$ cat config.mk
export PLATFORM = sky130hd
export DESIGN_NAME = stopwatch_lap
export DESIGN_NICKNAME = d
export VERILOG_FILES = /design/src/rtl/stopwatch_lap.sv
export SDC_FILE = /design/constraint.sdc
export NUM_CORES = 1
export LEC_CHECK = 0
export CAP_MARGIN = 25
export CORE_ASPECT_RATIO = 1.5
export CORE_MARGIN = 2
export CORE_UTILIZATION = 35
export CTS_CLUSTER_DIAMETER = 80
export DETAILED_ROUTE_END_ITERATION = 12
export GPL_TIMING_DRIVEN = 1
export PLACE_DENSITY = 0.55
export SKIP_CTS_REPAIR_TIMING = 1
export SYNTH_ARGS = -nofsm -noshare
export SYNTH_HDL_FRONTEND = slang
export SYNTH_SLANG_ARGS = --single-unit
$ cat constraint.sdc
create_clock -name clk -period 2.85 [get_ports clk]
set_input_delay 0.57 -clock clk [delete_from_list [all_inputs] [get_ports clk]]
set_output_delay 0.57 -clock clk [all_outputs]
set_load 0.05 [all_outputs]
$ cat src/rtl/stopwatch_lap.sv
// Lap stopwatch: prescaled 1 s tick driving a min:sec counter (wrap or saturate),
// a start/stop/clear control FSM and a show-ahead lap FIFO.
module stopwatch_lap #(
    parameter int TICK_DIV  = 100_000_000,
    parameter int OUT_W     = 9,
    parameter int MAX_MIN   = 59,
    parameter int WRAP      = 1,
    parameter int LAP_DEPTH = 4
) (
    input  logic                         clk,
    input  logic                         rst,
    input  logic                         start_stop,
    input  logic                         clear,
    input  logic                         lap,
    input  logic                         lap_rd,
    output logic [OUT_W-1:0]             sec,
    output logic [OUT_W-1:0]             min,
    output logic                         running,
    output logic                         overflow,
    output logic [OUT_W-1:0]             lap_sec,
    output logic [OUT_W-1:0]             lap_min,
    output logic                         lap_valid,
    output logic                         lap_full,
    output logic [$clog2(LAP_DEPTH):0]   lap_count
);

    localparam int PW = $clog2(TICK_DIV);
    localparam int AW = $clog2(LAP_DEPTH);
    localparam int CW = AW + 1;
    localparam int TW = 2 * OUT_W;

    typedef enum logic [1:0] {IDLE, RUN, PAUSE, SAT} state_t;

    state_t            state, state_next;
    logic [PW-1:0]     presc;
    logic              tick;
    logic              at_max;
    logic              saturate;

    logic [TW-1:0]     mem [LAP_DEPTH];
    logic [AW-1:0]     wr_ptr, rd_ptr;
    logic [CW-1:0]     count;
    logic              push, pop;
    logic [TW-1:0]     head;

    // One-second advance of {min, sec}; at the top value either rolls over or holds.
    function automatic logic [TW-1:0] advance(input logic [OUT_W-1:0] s,
                                              input logic [OUT_W-1:0] m);
        if (s != OUT_W'(59))
            return {m, s + OUT_W'(1)};
        if (m != OUT_W'(MAX_MIN))
            return {m + OUT_W'(1), OUT_W'(0)};
        if (WRAP != 0)
            return '0;
        return {m, s};
    endfunction

    assign tick     = (state == RUN) && (presc == PW'(TICK_DIV - 1));
    assign at_max   = (sec == OUT_W'(59)) && (min == OUT_W'(MAX_MIN));
    assign saturate = tick && at_max && (WRAP == 0);

    always_ff @(posedge clk) begin
        if (rst)
            state <= IDLE;
        else
            state <= state_next;
    end

    always_comb begin
        state_next = state;
        running    = 1'b0;
        if (clear) begin
            state_next = IDLE;
        end else begin
            case (state)
                IDLE:    if (start_stop) state_next = RUN;
                RUN:     if (saturate) state_next = SAT;
                         else if (start_stop) state_next = PAUSE;
                PAUSE:   if (start_stop) state_next = RUN;
                SAT:     state_next = SAT;
                default: state_next = IDLE;
            endcase
        end
        running = (state == RUN);
    end

    // Prescaler only advances in RUN, so a pause keeps the fractional second.
    always_ff @(posedge clk) begin
        if (rst || clear) begin
            presc    <= '0;
            sec      <= '0;
            min      <= '0;
            overflow <= 1'b0;
        end else begin
            if (tick)
                presc <= '0;
            else if (state == RUN)
                presc <= presc + PW'(1);
            else if (state == IDLE)
                presc <= '0;
            if (tick)
                {min, sec} <= advance(sec, min);
            if (saturate)
                overflow <= 1'b1;
        end
    end

    // A pop frees a slot in the same cycle, so lap+lap_rd on a full FIFO still pushes.
    assign pop  = lap_rd && (count != '0);
    assign push = lap && ((count != CW'(LAP_DEPTH)) || pop);

    always_ff @(posedge clk) begin
        if (push)
            mem[wr_ptr] <= {min, sec};
    end

    always_ff @(posedge clk) begin
        if (rst || clear) begin
            wr_ptr <= '0;
            rd_ptr <= '0;
            count  <= '0;
        end else begin
            if (push)
                wr_ptr <= wr_ptr + AW'(1);
            if (pop)
                rd_ptr <= rd_ptr + AW'(1);
            case ({push, pop})
                2'b10:   count <= count + CW'(1);
                2'b01:   count <= count - CW'(1);
                default: count <= count;
            endcase
        end
    end

    assign head      = mem[rd_ptr];
    assign lap_valid = (count != '0);
    assign lap_full  = (count == CW'(LAP_DEPTH));
    assign lap_count = count;
    assign lap_sec   = lap_valid ? head[OUT_W-1:0] : '0;
    assign lap_min   = lap_valid ? head[TW-1:OUT_W] : '0;

endmodule

==> results of run 1 <==
metal layers:
layer / up-vias / wire [um] / part of all wire [%] / global-route usage, %
li1: 2026 / - / - / -
met1: 2030 / 5070 / 40 / 17.2
met2: 86 / 7090 / 56 / 28.5
met3: 6 / 490 / 3.8 / 3.71
met4: 0 / 108 / 0.85 / 5.36
met5: - / 0 / 0 / 0
registers in the layout, indices dropped and copies added, names as in the netlist, named ones only:
register   cells
lap_count      3
rd_ptr         2
presc         27
mem           72
min            9
sec            9
wr_ptr         2
state          2
path summary, 6_finish.rpt:
check,startpoint,end,slack (ns),cells past startpoint
max,lap_count[0],lap_full,0.24,4
min,presc[7],presc[7],0.48,2
max reg2reg,presc[0],min[2],0.43,7
min reg2reg,presc[7],presc[7],0.48,2
worst max-delay path, stage by stage (launching register included):
cell	delay, ns
dfxtp_1	0.37
nor2_1	0.28
nand2_1	0.13
inv_1	0.06
clkdlybuf4s50_1	0.79
where the power goes:
part | switching (W) | internal, W
combinational | 0.000132 | 0.0000709
clock | 0.000856 | 0.00123
sequential | 0.00000949 | 0.00196
total | 0.000997 | 0.00326
kinds of logic (layout without fill, tap and decap cells):
| group | after synthesis | after routing | share of synthesized area, % |
|---|---|---|---|
| adder cells (fa/ha/maj) | 8 | 8 | 1.87 |
| XOR/XNOR | 9 | 9 | 1.37 |
| other | 1 | 1 | 0.0651 |
| flip-flops | 128 | 128 | 57.0 |
| AND/OR/NAND/NOR | 213 | 213 | 20.3 |
| AO/OA/AOI/OAI | 84 | 84 | 8.87 |
| multiplexers | 23 | 23 | 7.91 |
| buffers and inverters | 33 | 111 | 2.63 |
final cells by class:
| type | instances | area [um^2] | share of cell area [%] |
|---|---|---|---|
| clock buffer | 18 | 429 | 6.07 |
| clock inverter | 14 | 145 | 2.05 |
| inverter | 9 | 33.8 | 0.478 |
| multi-input combinational | 338 | 2320 | 32.9 |
| sequential | 128 | 3280 | 46.5 |
| tap | 206 | 258 | 3.65 |
| timing repair buffer | 70 | 596 | 8.43 |
layout by cell type (no fill, tap or decap), types with 3 or more instances in the layout:
master	count
dfxtp_1	56
nor2_1	44
buf_4	42
mux4_2	18
and3_1	5
ha_1	7
nand2_1	42
mux2i_1	5
and2_1	26
clkdlybuf4s50_1	28
a21oi_1	32
inv_1	8
or3_1	14
o21ai_0	20
nand3_1	17
a31oi_1	13
nand4b_1	6
edfxtp_1	72
nand4_1	19
clkbuf_16	17
and4_1	3
nor3_1	9
or2_2	3
nor4_1	10
xor2_1	6
clkinvlp_4	3
a32o_2	7
inv_6	6
xnor2_1	3
synth_stat cells, drive strengths merged (2+ instances only):
cell type / n / area (um^2)
a31oi: 13 / 81.3
xnor2: 3 / 26.3
and2: 26 / 163
inv: 8 / 30.0
or3: 14 / 87.6
a211oi: 2 / 15.0
nand3b: 2 / 15.0
mux4: 18 / 405
or2: 3 / 18.8
a21oi: 32 / 160
buf: 11 / 68.8
nand4: 21 / 144
clkbuf: 13 / 48.8
nor4: 11 / 83.8
xor2: 6 / 52.6
nor2: 44 / 165
o21ai: 21 / 105
mux2i: 5 / 50.1
nand2b: 3 / 26.3
nand2: 42 / 158
and3: 5 / 31.3
nand4b: 6 / 52.6
ha: 7 / 87.6
and4: 3 / 26.3
or4: 2 / 18.8
nand3: 18 / 95.1
a32o: 7 / 78.8
nor3: 10 / 55.1
edfxtp: 72 / 2160
dfxtp: 56 / 1120
stage by stage:
stage / utilization (%) / cells / cell area [um^2] / hold WS (ns)
2_1_floorplan: - / 499 / 5760 / 0.452
4_1_cts: 43.7 / 783 / 7070 / 0.478
3_5_place_dp: 40.1 / 751 / 6490 / 0.470
6_report: 43.7 / 783 / 7070 / 0.478
5_1_grt: 43.7 / 783 / 7070 / 0.506
3_3_place_gp: 40.1 / 751 / 6490 / 0.469
==> reports/qor.yml, run 1 <==
status: "complete, no violations"
p_leak_nw: 2.38
fmax_mhz: 382
fin_worst_skew_ns: 0.00959
crit_type: "flip-flop to output pin"
clk_pin_slew_worst_paths_ns: 0.06
ant_nets: 0
rows: 57
die_height_um: 161
insertedDiodeCount: 0
viasPerCell: 5.30
setup_tns_ns: 0
core_um2: 16200
initial_core_util_pct: 35.6
cts_made_buffers: 17
die_w_um: 109
drv_cap: 0
end_kind: "output pin"
period_needed_ns: 2.61
hp-class: "flip-flop to flip-flop"
overflow: 0
power.density_nw_per_um2: 603
post-route-period-util_pct: 91.7
clock_latency_ns: 0.41
crit_fanout: 8
slew-limit-headroom_pct: 62.0
grtUsageTotal_pct: 15.5
port_buffers: 47
synth_edf_count: 72
ios: 49
synth_area_per_cell_um2: 11.5
gp_congestion: 0.813
drv_slew: 0
post-place-ws_ns: 0.174
nets: 578
cts_tree: "done"
finalSetupViolations: 0
finalPower_w: 0.00426
drtIter0Drc: 199
dp_hpwl_um: 8550
h-tree-depth: 4
drive_gt1_share_pct: 18.7
finalWirelength_um: 12800
synth_cell_type_count: 55
cp-start-kind: "flip-flop"
dieArea_um2: 17500
hold_viol: 0
route.vias.total: 4148
first_global_vias: 4198
crit_required_ns: 2.28
setup_ws_ns: 0.236
synth_warnings: 0
synthFlopType: "edfxtp_1"
yosysSeqAreaShare_pct: 57.0
grt_pass1_wl_um: 21000
worst_slew_pin_slew_ns: 0.567
arrival_ns: 2.04
synthCells: 499
rsz0062_at_grt: "false"
root_buffer: "clkbuf_16"
grt_max_degree: 28
syn_area_um2: 5760
grt_antenna_before_repair: 0
clockBufferDepth: 2
wl_per_cell_um: 16.3
async_flop_share_pct: 0
drt_first_pass_iters: 5
syn_nets: 513
area_growth_pct: 22.8
ir_drop_mv: 0.314
route.detailed.drc: 0
ys_ff_latch: 128
cts_sinks: 128
n_fill_cell: 1501
No activity file was read; power rests on OpenSTA's default activity.
==> run 2, diff against run 1 <==
Settings changed: CTS_CLUSTER_SIZE set to 16.
==> results of run 2 <==
Final layout, timing and power as in run 1 (identical DEF).
==> run 3, diff against run 2 <==
--- a/config.mk
+++ b/config.mk
@@ -14,5 +14,4 @@
 export DETAILED_ROUTE_END_ITERATION = 12
 export GPL_TIMING_DRIVEN = 1
-export PLACE_DENSITY = 0.55
 export SKIP_CTS_REPAIR_TIMING = 1
 export SYNTH_ARGS = -nofsm -noshare
==> constraint.sdc (replaced) <==
create_clock -name clk -period 3.3 [get_ports clk]
set_input_delay 0.66 -clock clk [delete_from_list [all_inputs] [get_ports clk]]
set_output_delay 0.66 -clock clk [all_outputs]
set_load 0.01 [all_outputs]
==> run 3 against run 2 <==
Net effect: sequential share of layout area rose by 0.058 points; critical path type unchanged; largest power group unchanged; design area fell by 0.12%; clock power fell by 13%; critical path depth did not move; largest cell class unchanged; global-route usage fell by 0.34 points; sequential power fell by 14%; cell count fell by 1.1%; clock skew barely moved; critical endpoint is now lap_sec[1]; total power fell by 14%; worst hold slack improved by 0.013 ns.
==> reports/qor.yml, run 3 (synthesis results as in run 1) <==
p_int_w: 0.00284  # was 0.00326 W
core_um2: 16200  # unchanged
cts_sinks: 128  # unchanged
initial_core_util_pct: 35.6  # unchanged
nets: 569  # was 578
layout_common_cells: "edfxtp_1, dfxtp_1, clkdlybuf4s50_1"  # was edfxtp_1, dfxtp_1, nor2_1
post-route-period-util_pct: 89.6
gp_congestion: 0.844  # was 0.813
route.vias.total: 4161  # was 4,148
fin_worst_skew_ns: 0.00933  # was 0.00959 ns
area_growth_pct: 22.6  # was 22.8%
crit_required_ns: 2.64  # was 2.28 ns
insertedDiodeCount: 0  # unchanged
setup_tns_ns: 0  # unchanged
drt_first_pass_iters: 4  # was 5
p_leak_nw: 2.30  # was 2.38 nW
hp-class: "flip-flop to flip-flop"  # unchanged
cts_tree: "done"  # unchanged
cts_made_buffers: 17  # unchanged
rows: 57  # unchanged
mostFrequentLayoutCell: "edfxtp_1"  # unchanged
die_height_um: 161  # unchanged
dp_hpwl_um: 8260  # was 8550 um
slew-limit-headroom_pct: 39.5  # was 62.0%
root_buffer: "clkbuf_16"  # unchanged
clockBufferDepth: 2  # unchanged
end_kind: "output pin"  # unchanged
grt_antenna_before_repair: 0  # unchanged
clk_pin_slew_worst_paths_ns: 0.06  # about the same
crit_type: "flip-flop to output pin"  # unchanged
finalWirelength_um: 12600  # was 12,800 um
biggestRegsByFlops: "mem x72, presc x27"  # unchanged
wl_per_cell_um: 16.3  # about the same
finalSetupViolations: 0  # unchanged
arrival_ns: 2.30  # was 2.04 ns
dieArea_um2: 17500  # unchanged
ant_nets: 0  # unchanged
drv_cap: 0  # unchanged
h-tree-depth: 4  # unchanged
grtUsageTotal_pct: 15.2  # was 15.5%
n_fill_cell: 1495  # was 1,501
clock_latency_ns: 0.42  # was 0.41 ns
overflow: 0  # unchanged
rsz0062_at_grt: "false"  # unchanged
drv_slew: 0  # unchanged
swShare_pct: 22.5  # was 23.4%
route.detailed.drc: 0  # unchanged
grt_pass1_wl_um: 20700  # was 21,000 um
fmax_mhz: 338
p_sw_w: 0.000822  # was 0.000997 W
largest_register: "mem"  # unchanged
power_frac_comb_pct: 4.0  # was 4.8%
ios: 49  # unchanged
final_area_um2: 7060  # was 7070 um^2
grt_max_degree: 28  # unchanged
placed_area_um2: 6470  # was 6490 um^2
port_buffers: 47  # unchanged
ir_drop_mv: 0.258  # was 0.314 mV
viasPerCell: 5.38  # was 5.30
status: "complete, no violations"  # unchanged
worst_slew_pin_slew_ns: 0.900  # was 0.567 ns
clockPowerShare_pct: 49.5  # was 49.0%
drtIter0Drc: 212  # was 199
hold_viol: 0  # unchanged
crit_fanout: 18  # was 8
period_needed_ns: 2.96
first_global_vias: 4225  # was 4,198
die_w_um: 109  # unchanged
drive_gt1_share_pct: 14.3  # was 18.7%
p_seq_share_pct: 46.5  # was 46.3%
power.density_nw_per_um2: 518  # was 603 nW/um^2
cp-start-kind: "flip-flop"  # unchanged
largest_reg_flops: 72  # unchanged
[run 3: cell count changes in the layout (fill, tap and decap cells not counted)]
cell	previous run	this run
inv_6	6	4
buf_4	42	14
clkdlybuf4s50_1	28	47
clkbuf_8	0	1
clkinv_4	2	5
clkbuf_1	1	0
clkinvlp_4	3	2
[run 3: cell type report]
class	count	area (um^2)	share of cell area, %
Multi-Input combinational cell	338	2320	32.9
Inverter	9	33.8	0.479
Sequential cell	128	3280	46.5
Timing Repair Buffer	61	576	8.15
Clock buffer	18	439	6.22
Clock inverter	14	146	2.07
Tap cell	206	258	3.65
[run 3: worst paths after layout]
path	cells after the start	slack [ns]	endpoint	from
worst max-delay path	4	0.34	lap_sec[1]	flip-flop
worst min-delay path	2	0.49	presc[7]	presc[7]
worst max register to register	6	0.78	min[7]	presc[0]
worst min register to register	2	0.49	presc[7]	presc[7]
[run 3: metal layers]
layer | GRT usage (%) | vias up | wire length [um]
met5 | 0 | - | 0
met4 | 7.11 | 0 | 210
met3 | 3.59 | 23 | 411
met2 | 27.3 | 88 | 6970
met1 | 16.5 | 2042 | 5030
li1 | - | 2008 | -
[run 3: power groups by stage]
stage | combinational [W] | sequential (W) | clock, W
global placement | 0.000145 | 0.00174 | 0
detailed placement | 0.000148 | 0.00174 | 0
finish | 0.000145 | 0.00170 | 0.00181
floorplan | 0.0000913 | 0.00173 | 0
global route | 0.000160 | 0.00170 | 0.00192
CTS | 0.000148 | 0.00170 | 0.00185
[run 3: critical path, cell delays in order (launching register included)]
cell	delay, ns
dfxtp_1	0.32
buf_4	0.36
mux4_2	0.57
and2_1	0.17
clkdlybuf4s50_1	0.47
[run 3: per-stage QoR]
step | power, W | std cells | utilization [%] | hold WS [ns] | setup slack [ns]
2_1_floorplan | 0.00183 | 499 | - | 0.452 | 0.842
3_3_place_gp | 0.00188 | 742 | 40.0 | 0.470 | 0.496
3_5_place_dp | 0.00188 | 742 | 40.0 | 0.487 | 0.531
4_1_cts | 0.00370 | 774 | 43.6 | 0.495 | 0.284
5_1_grt | 0.00378 | 774 | 43.6 | 0.518 | 0.229
6_report | 0.00366 | 774 | 43.6 | 0.491 | 0.344
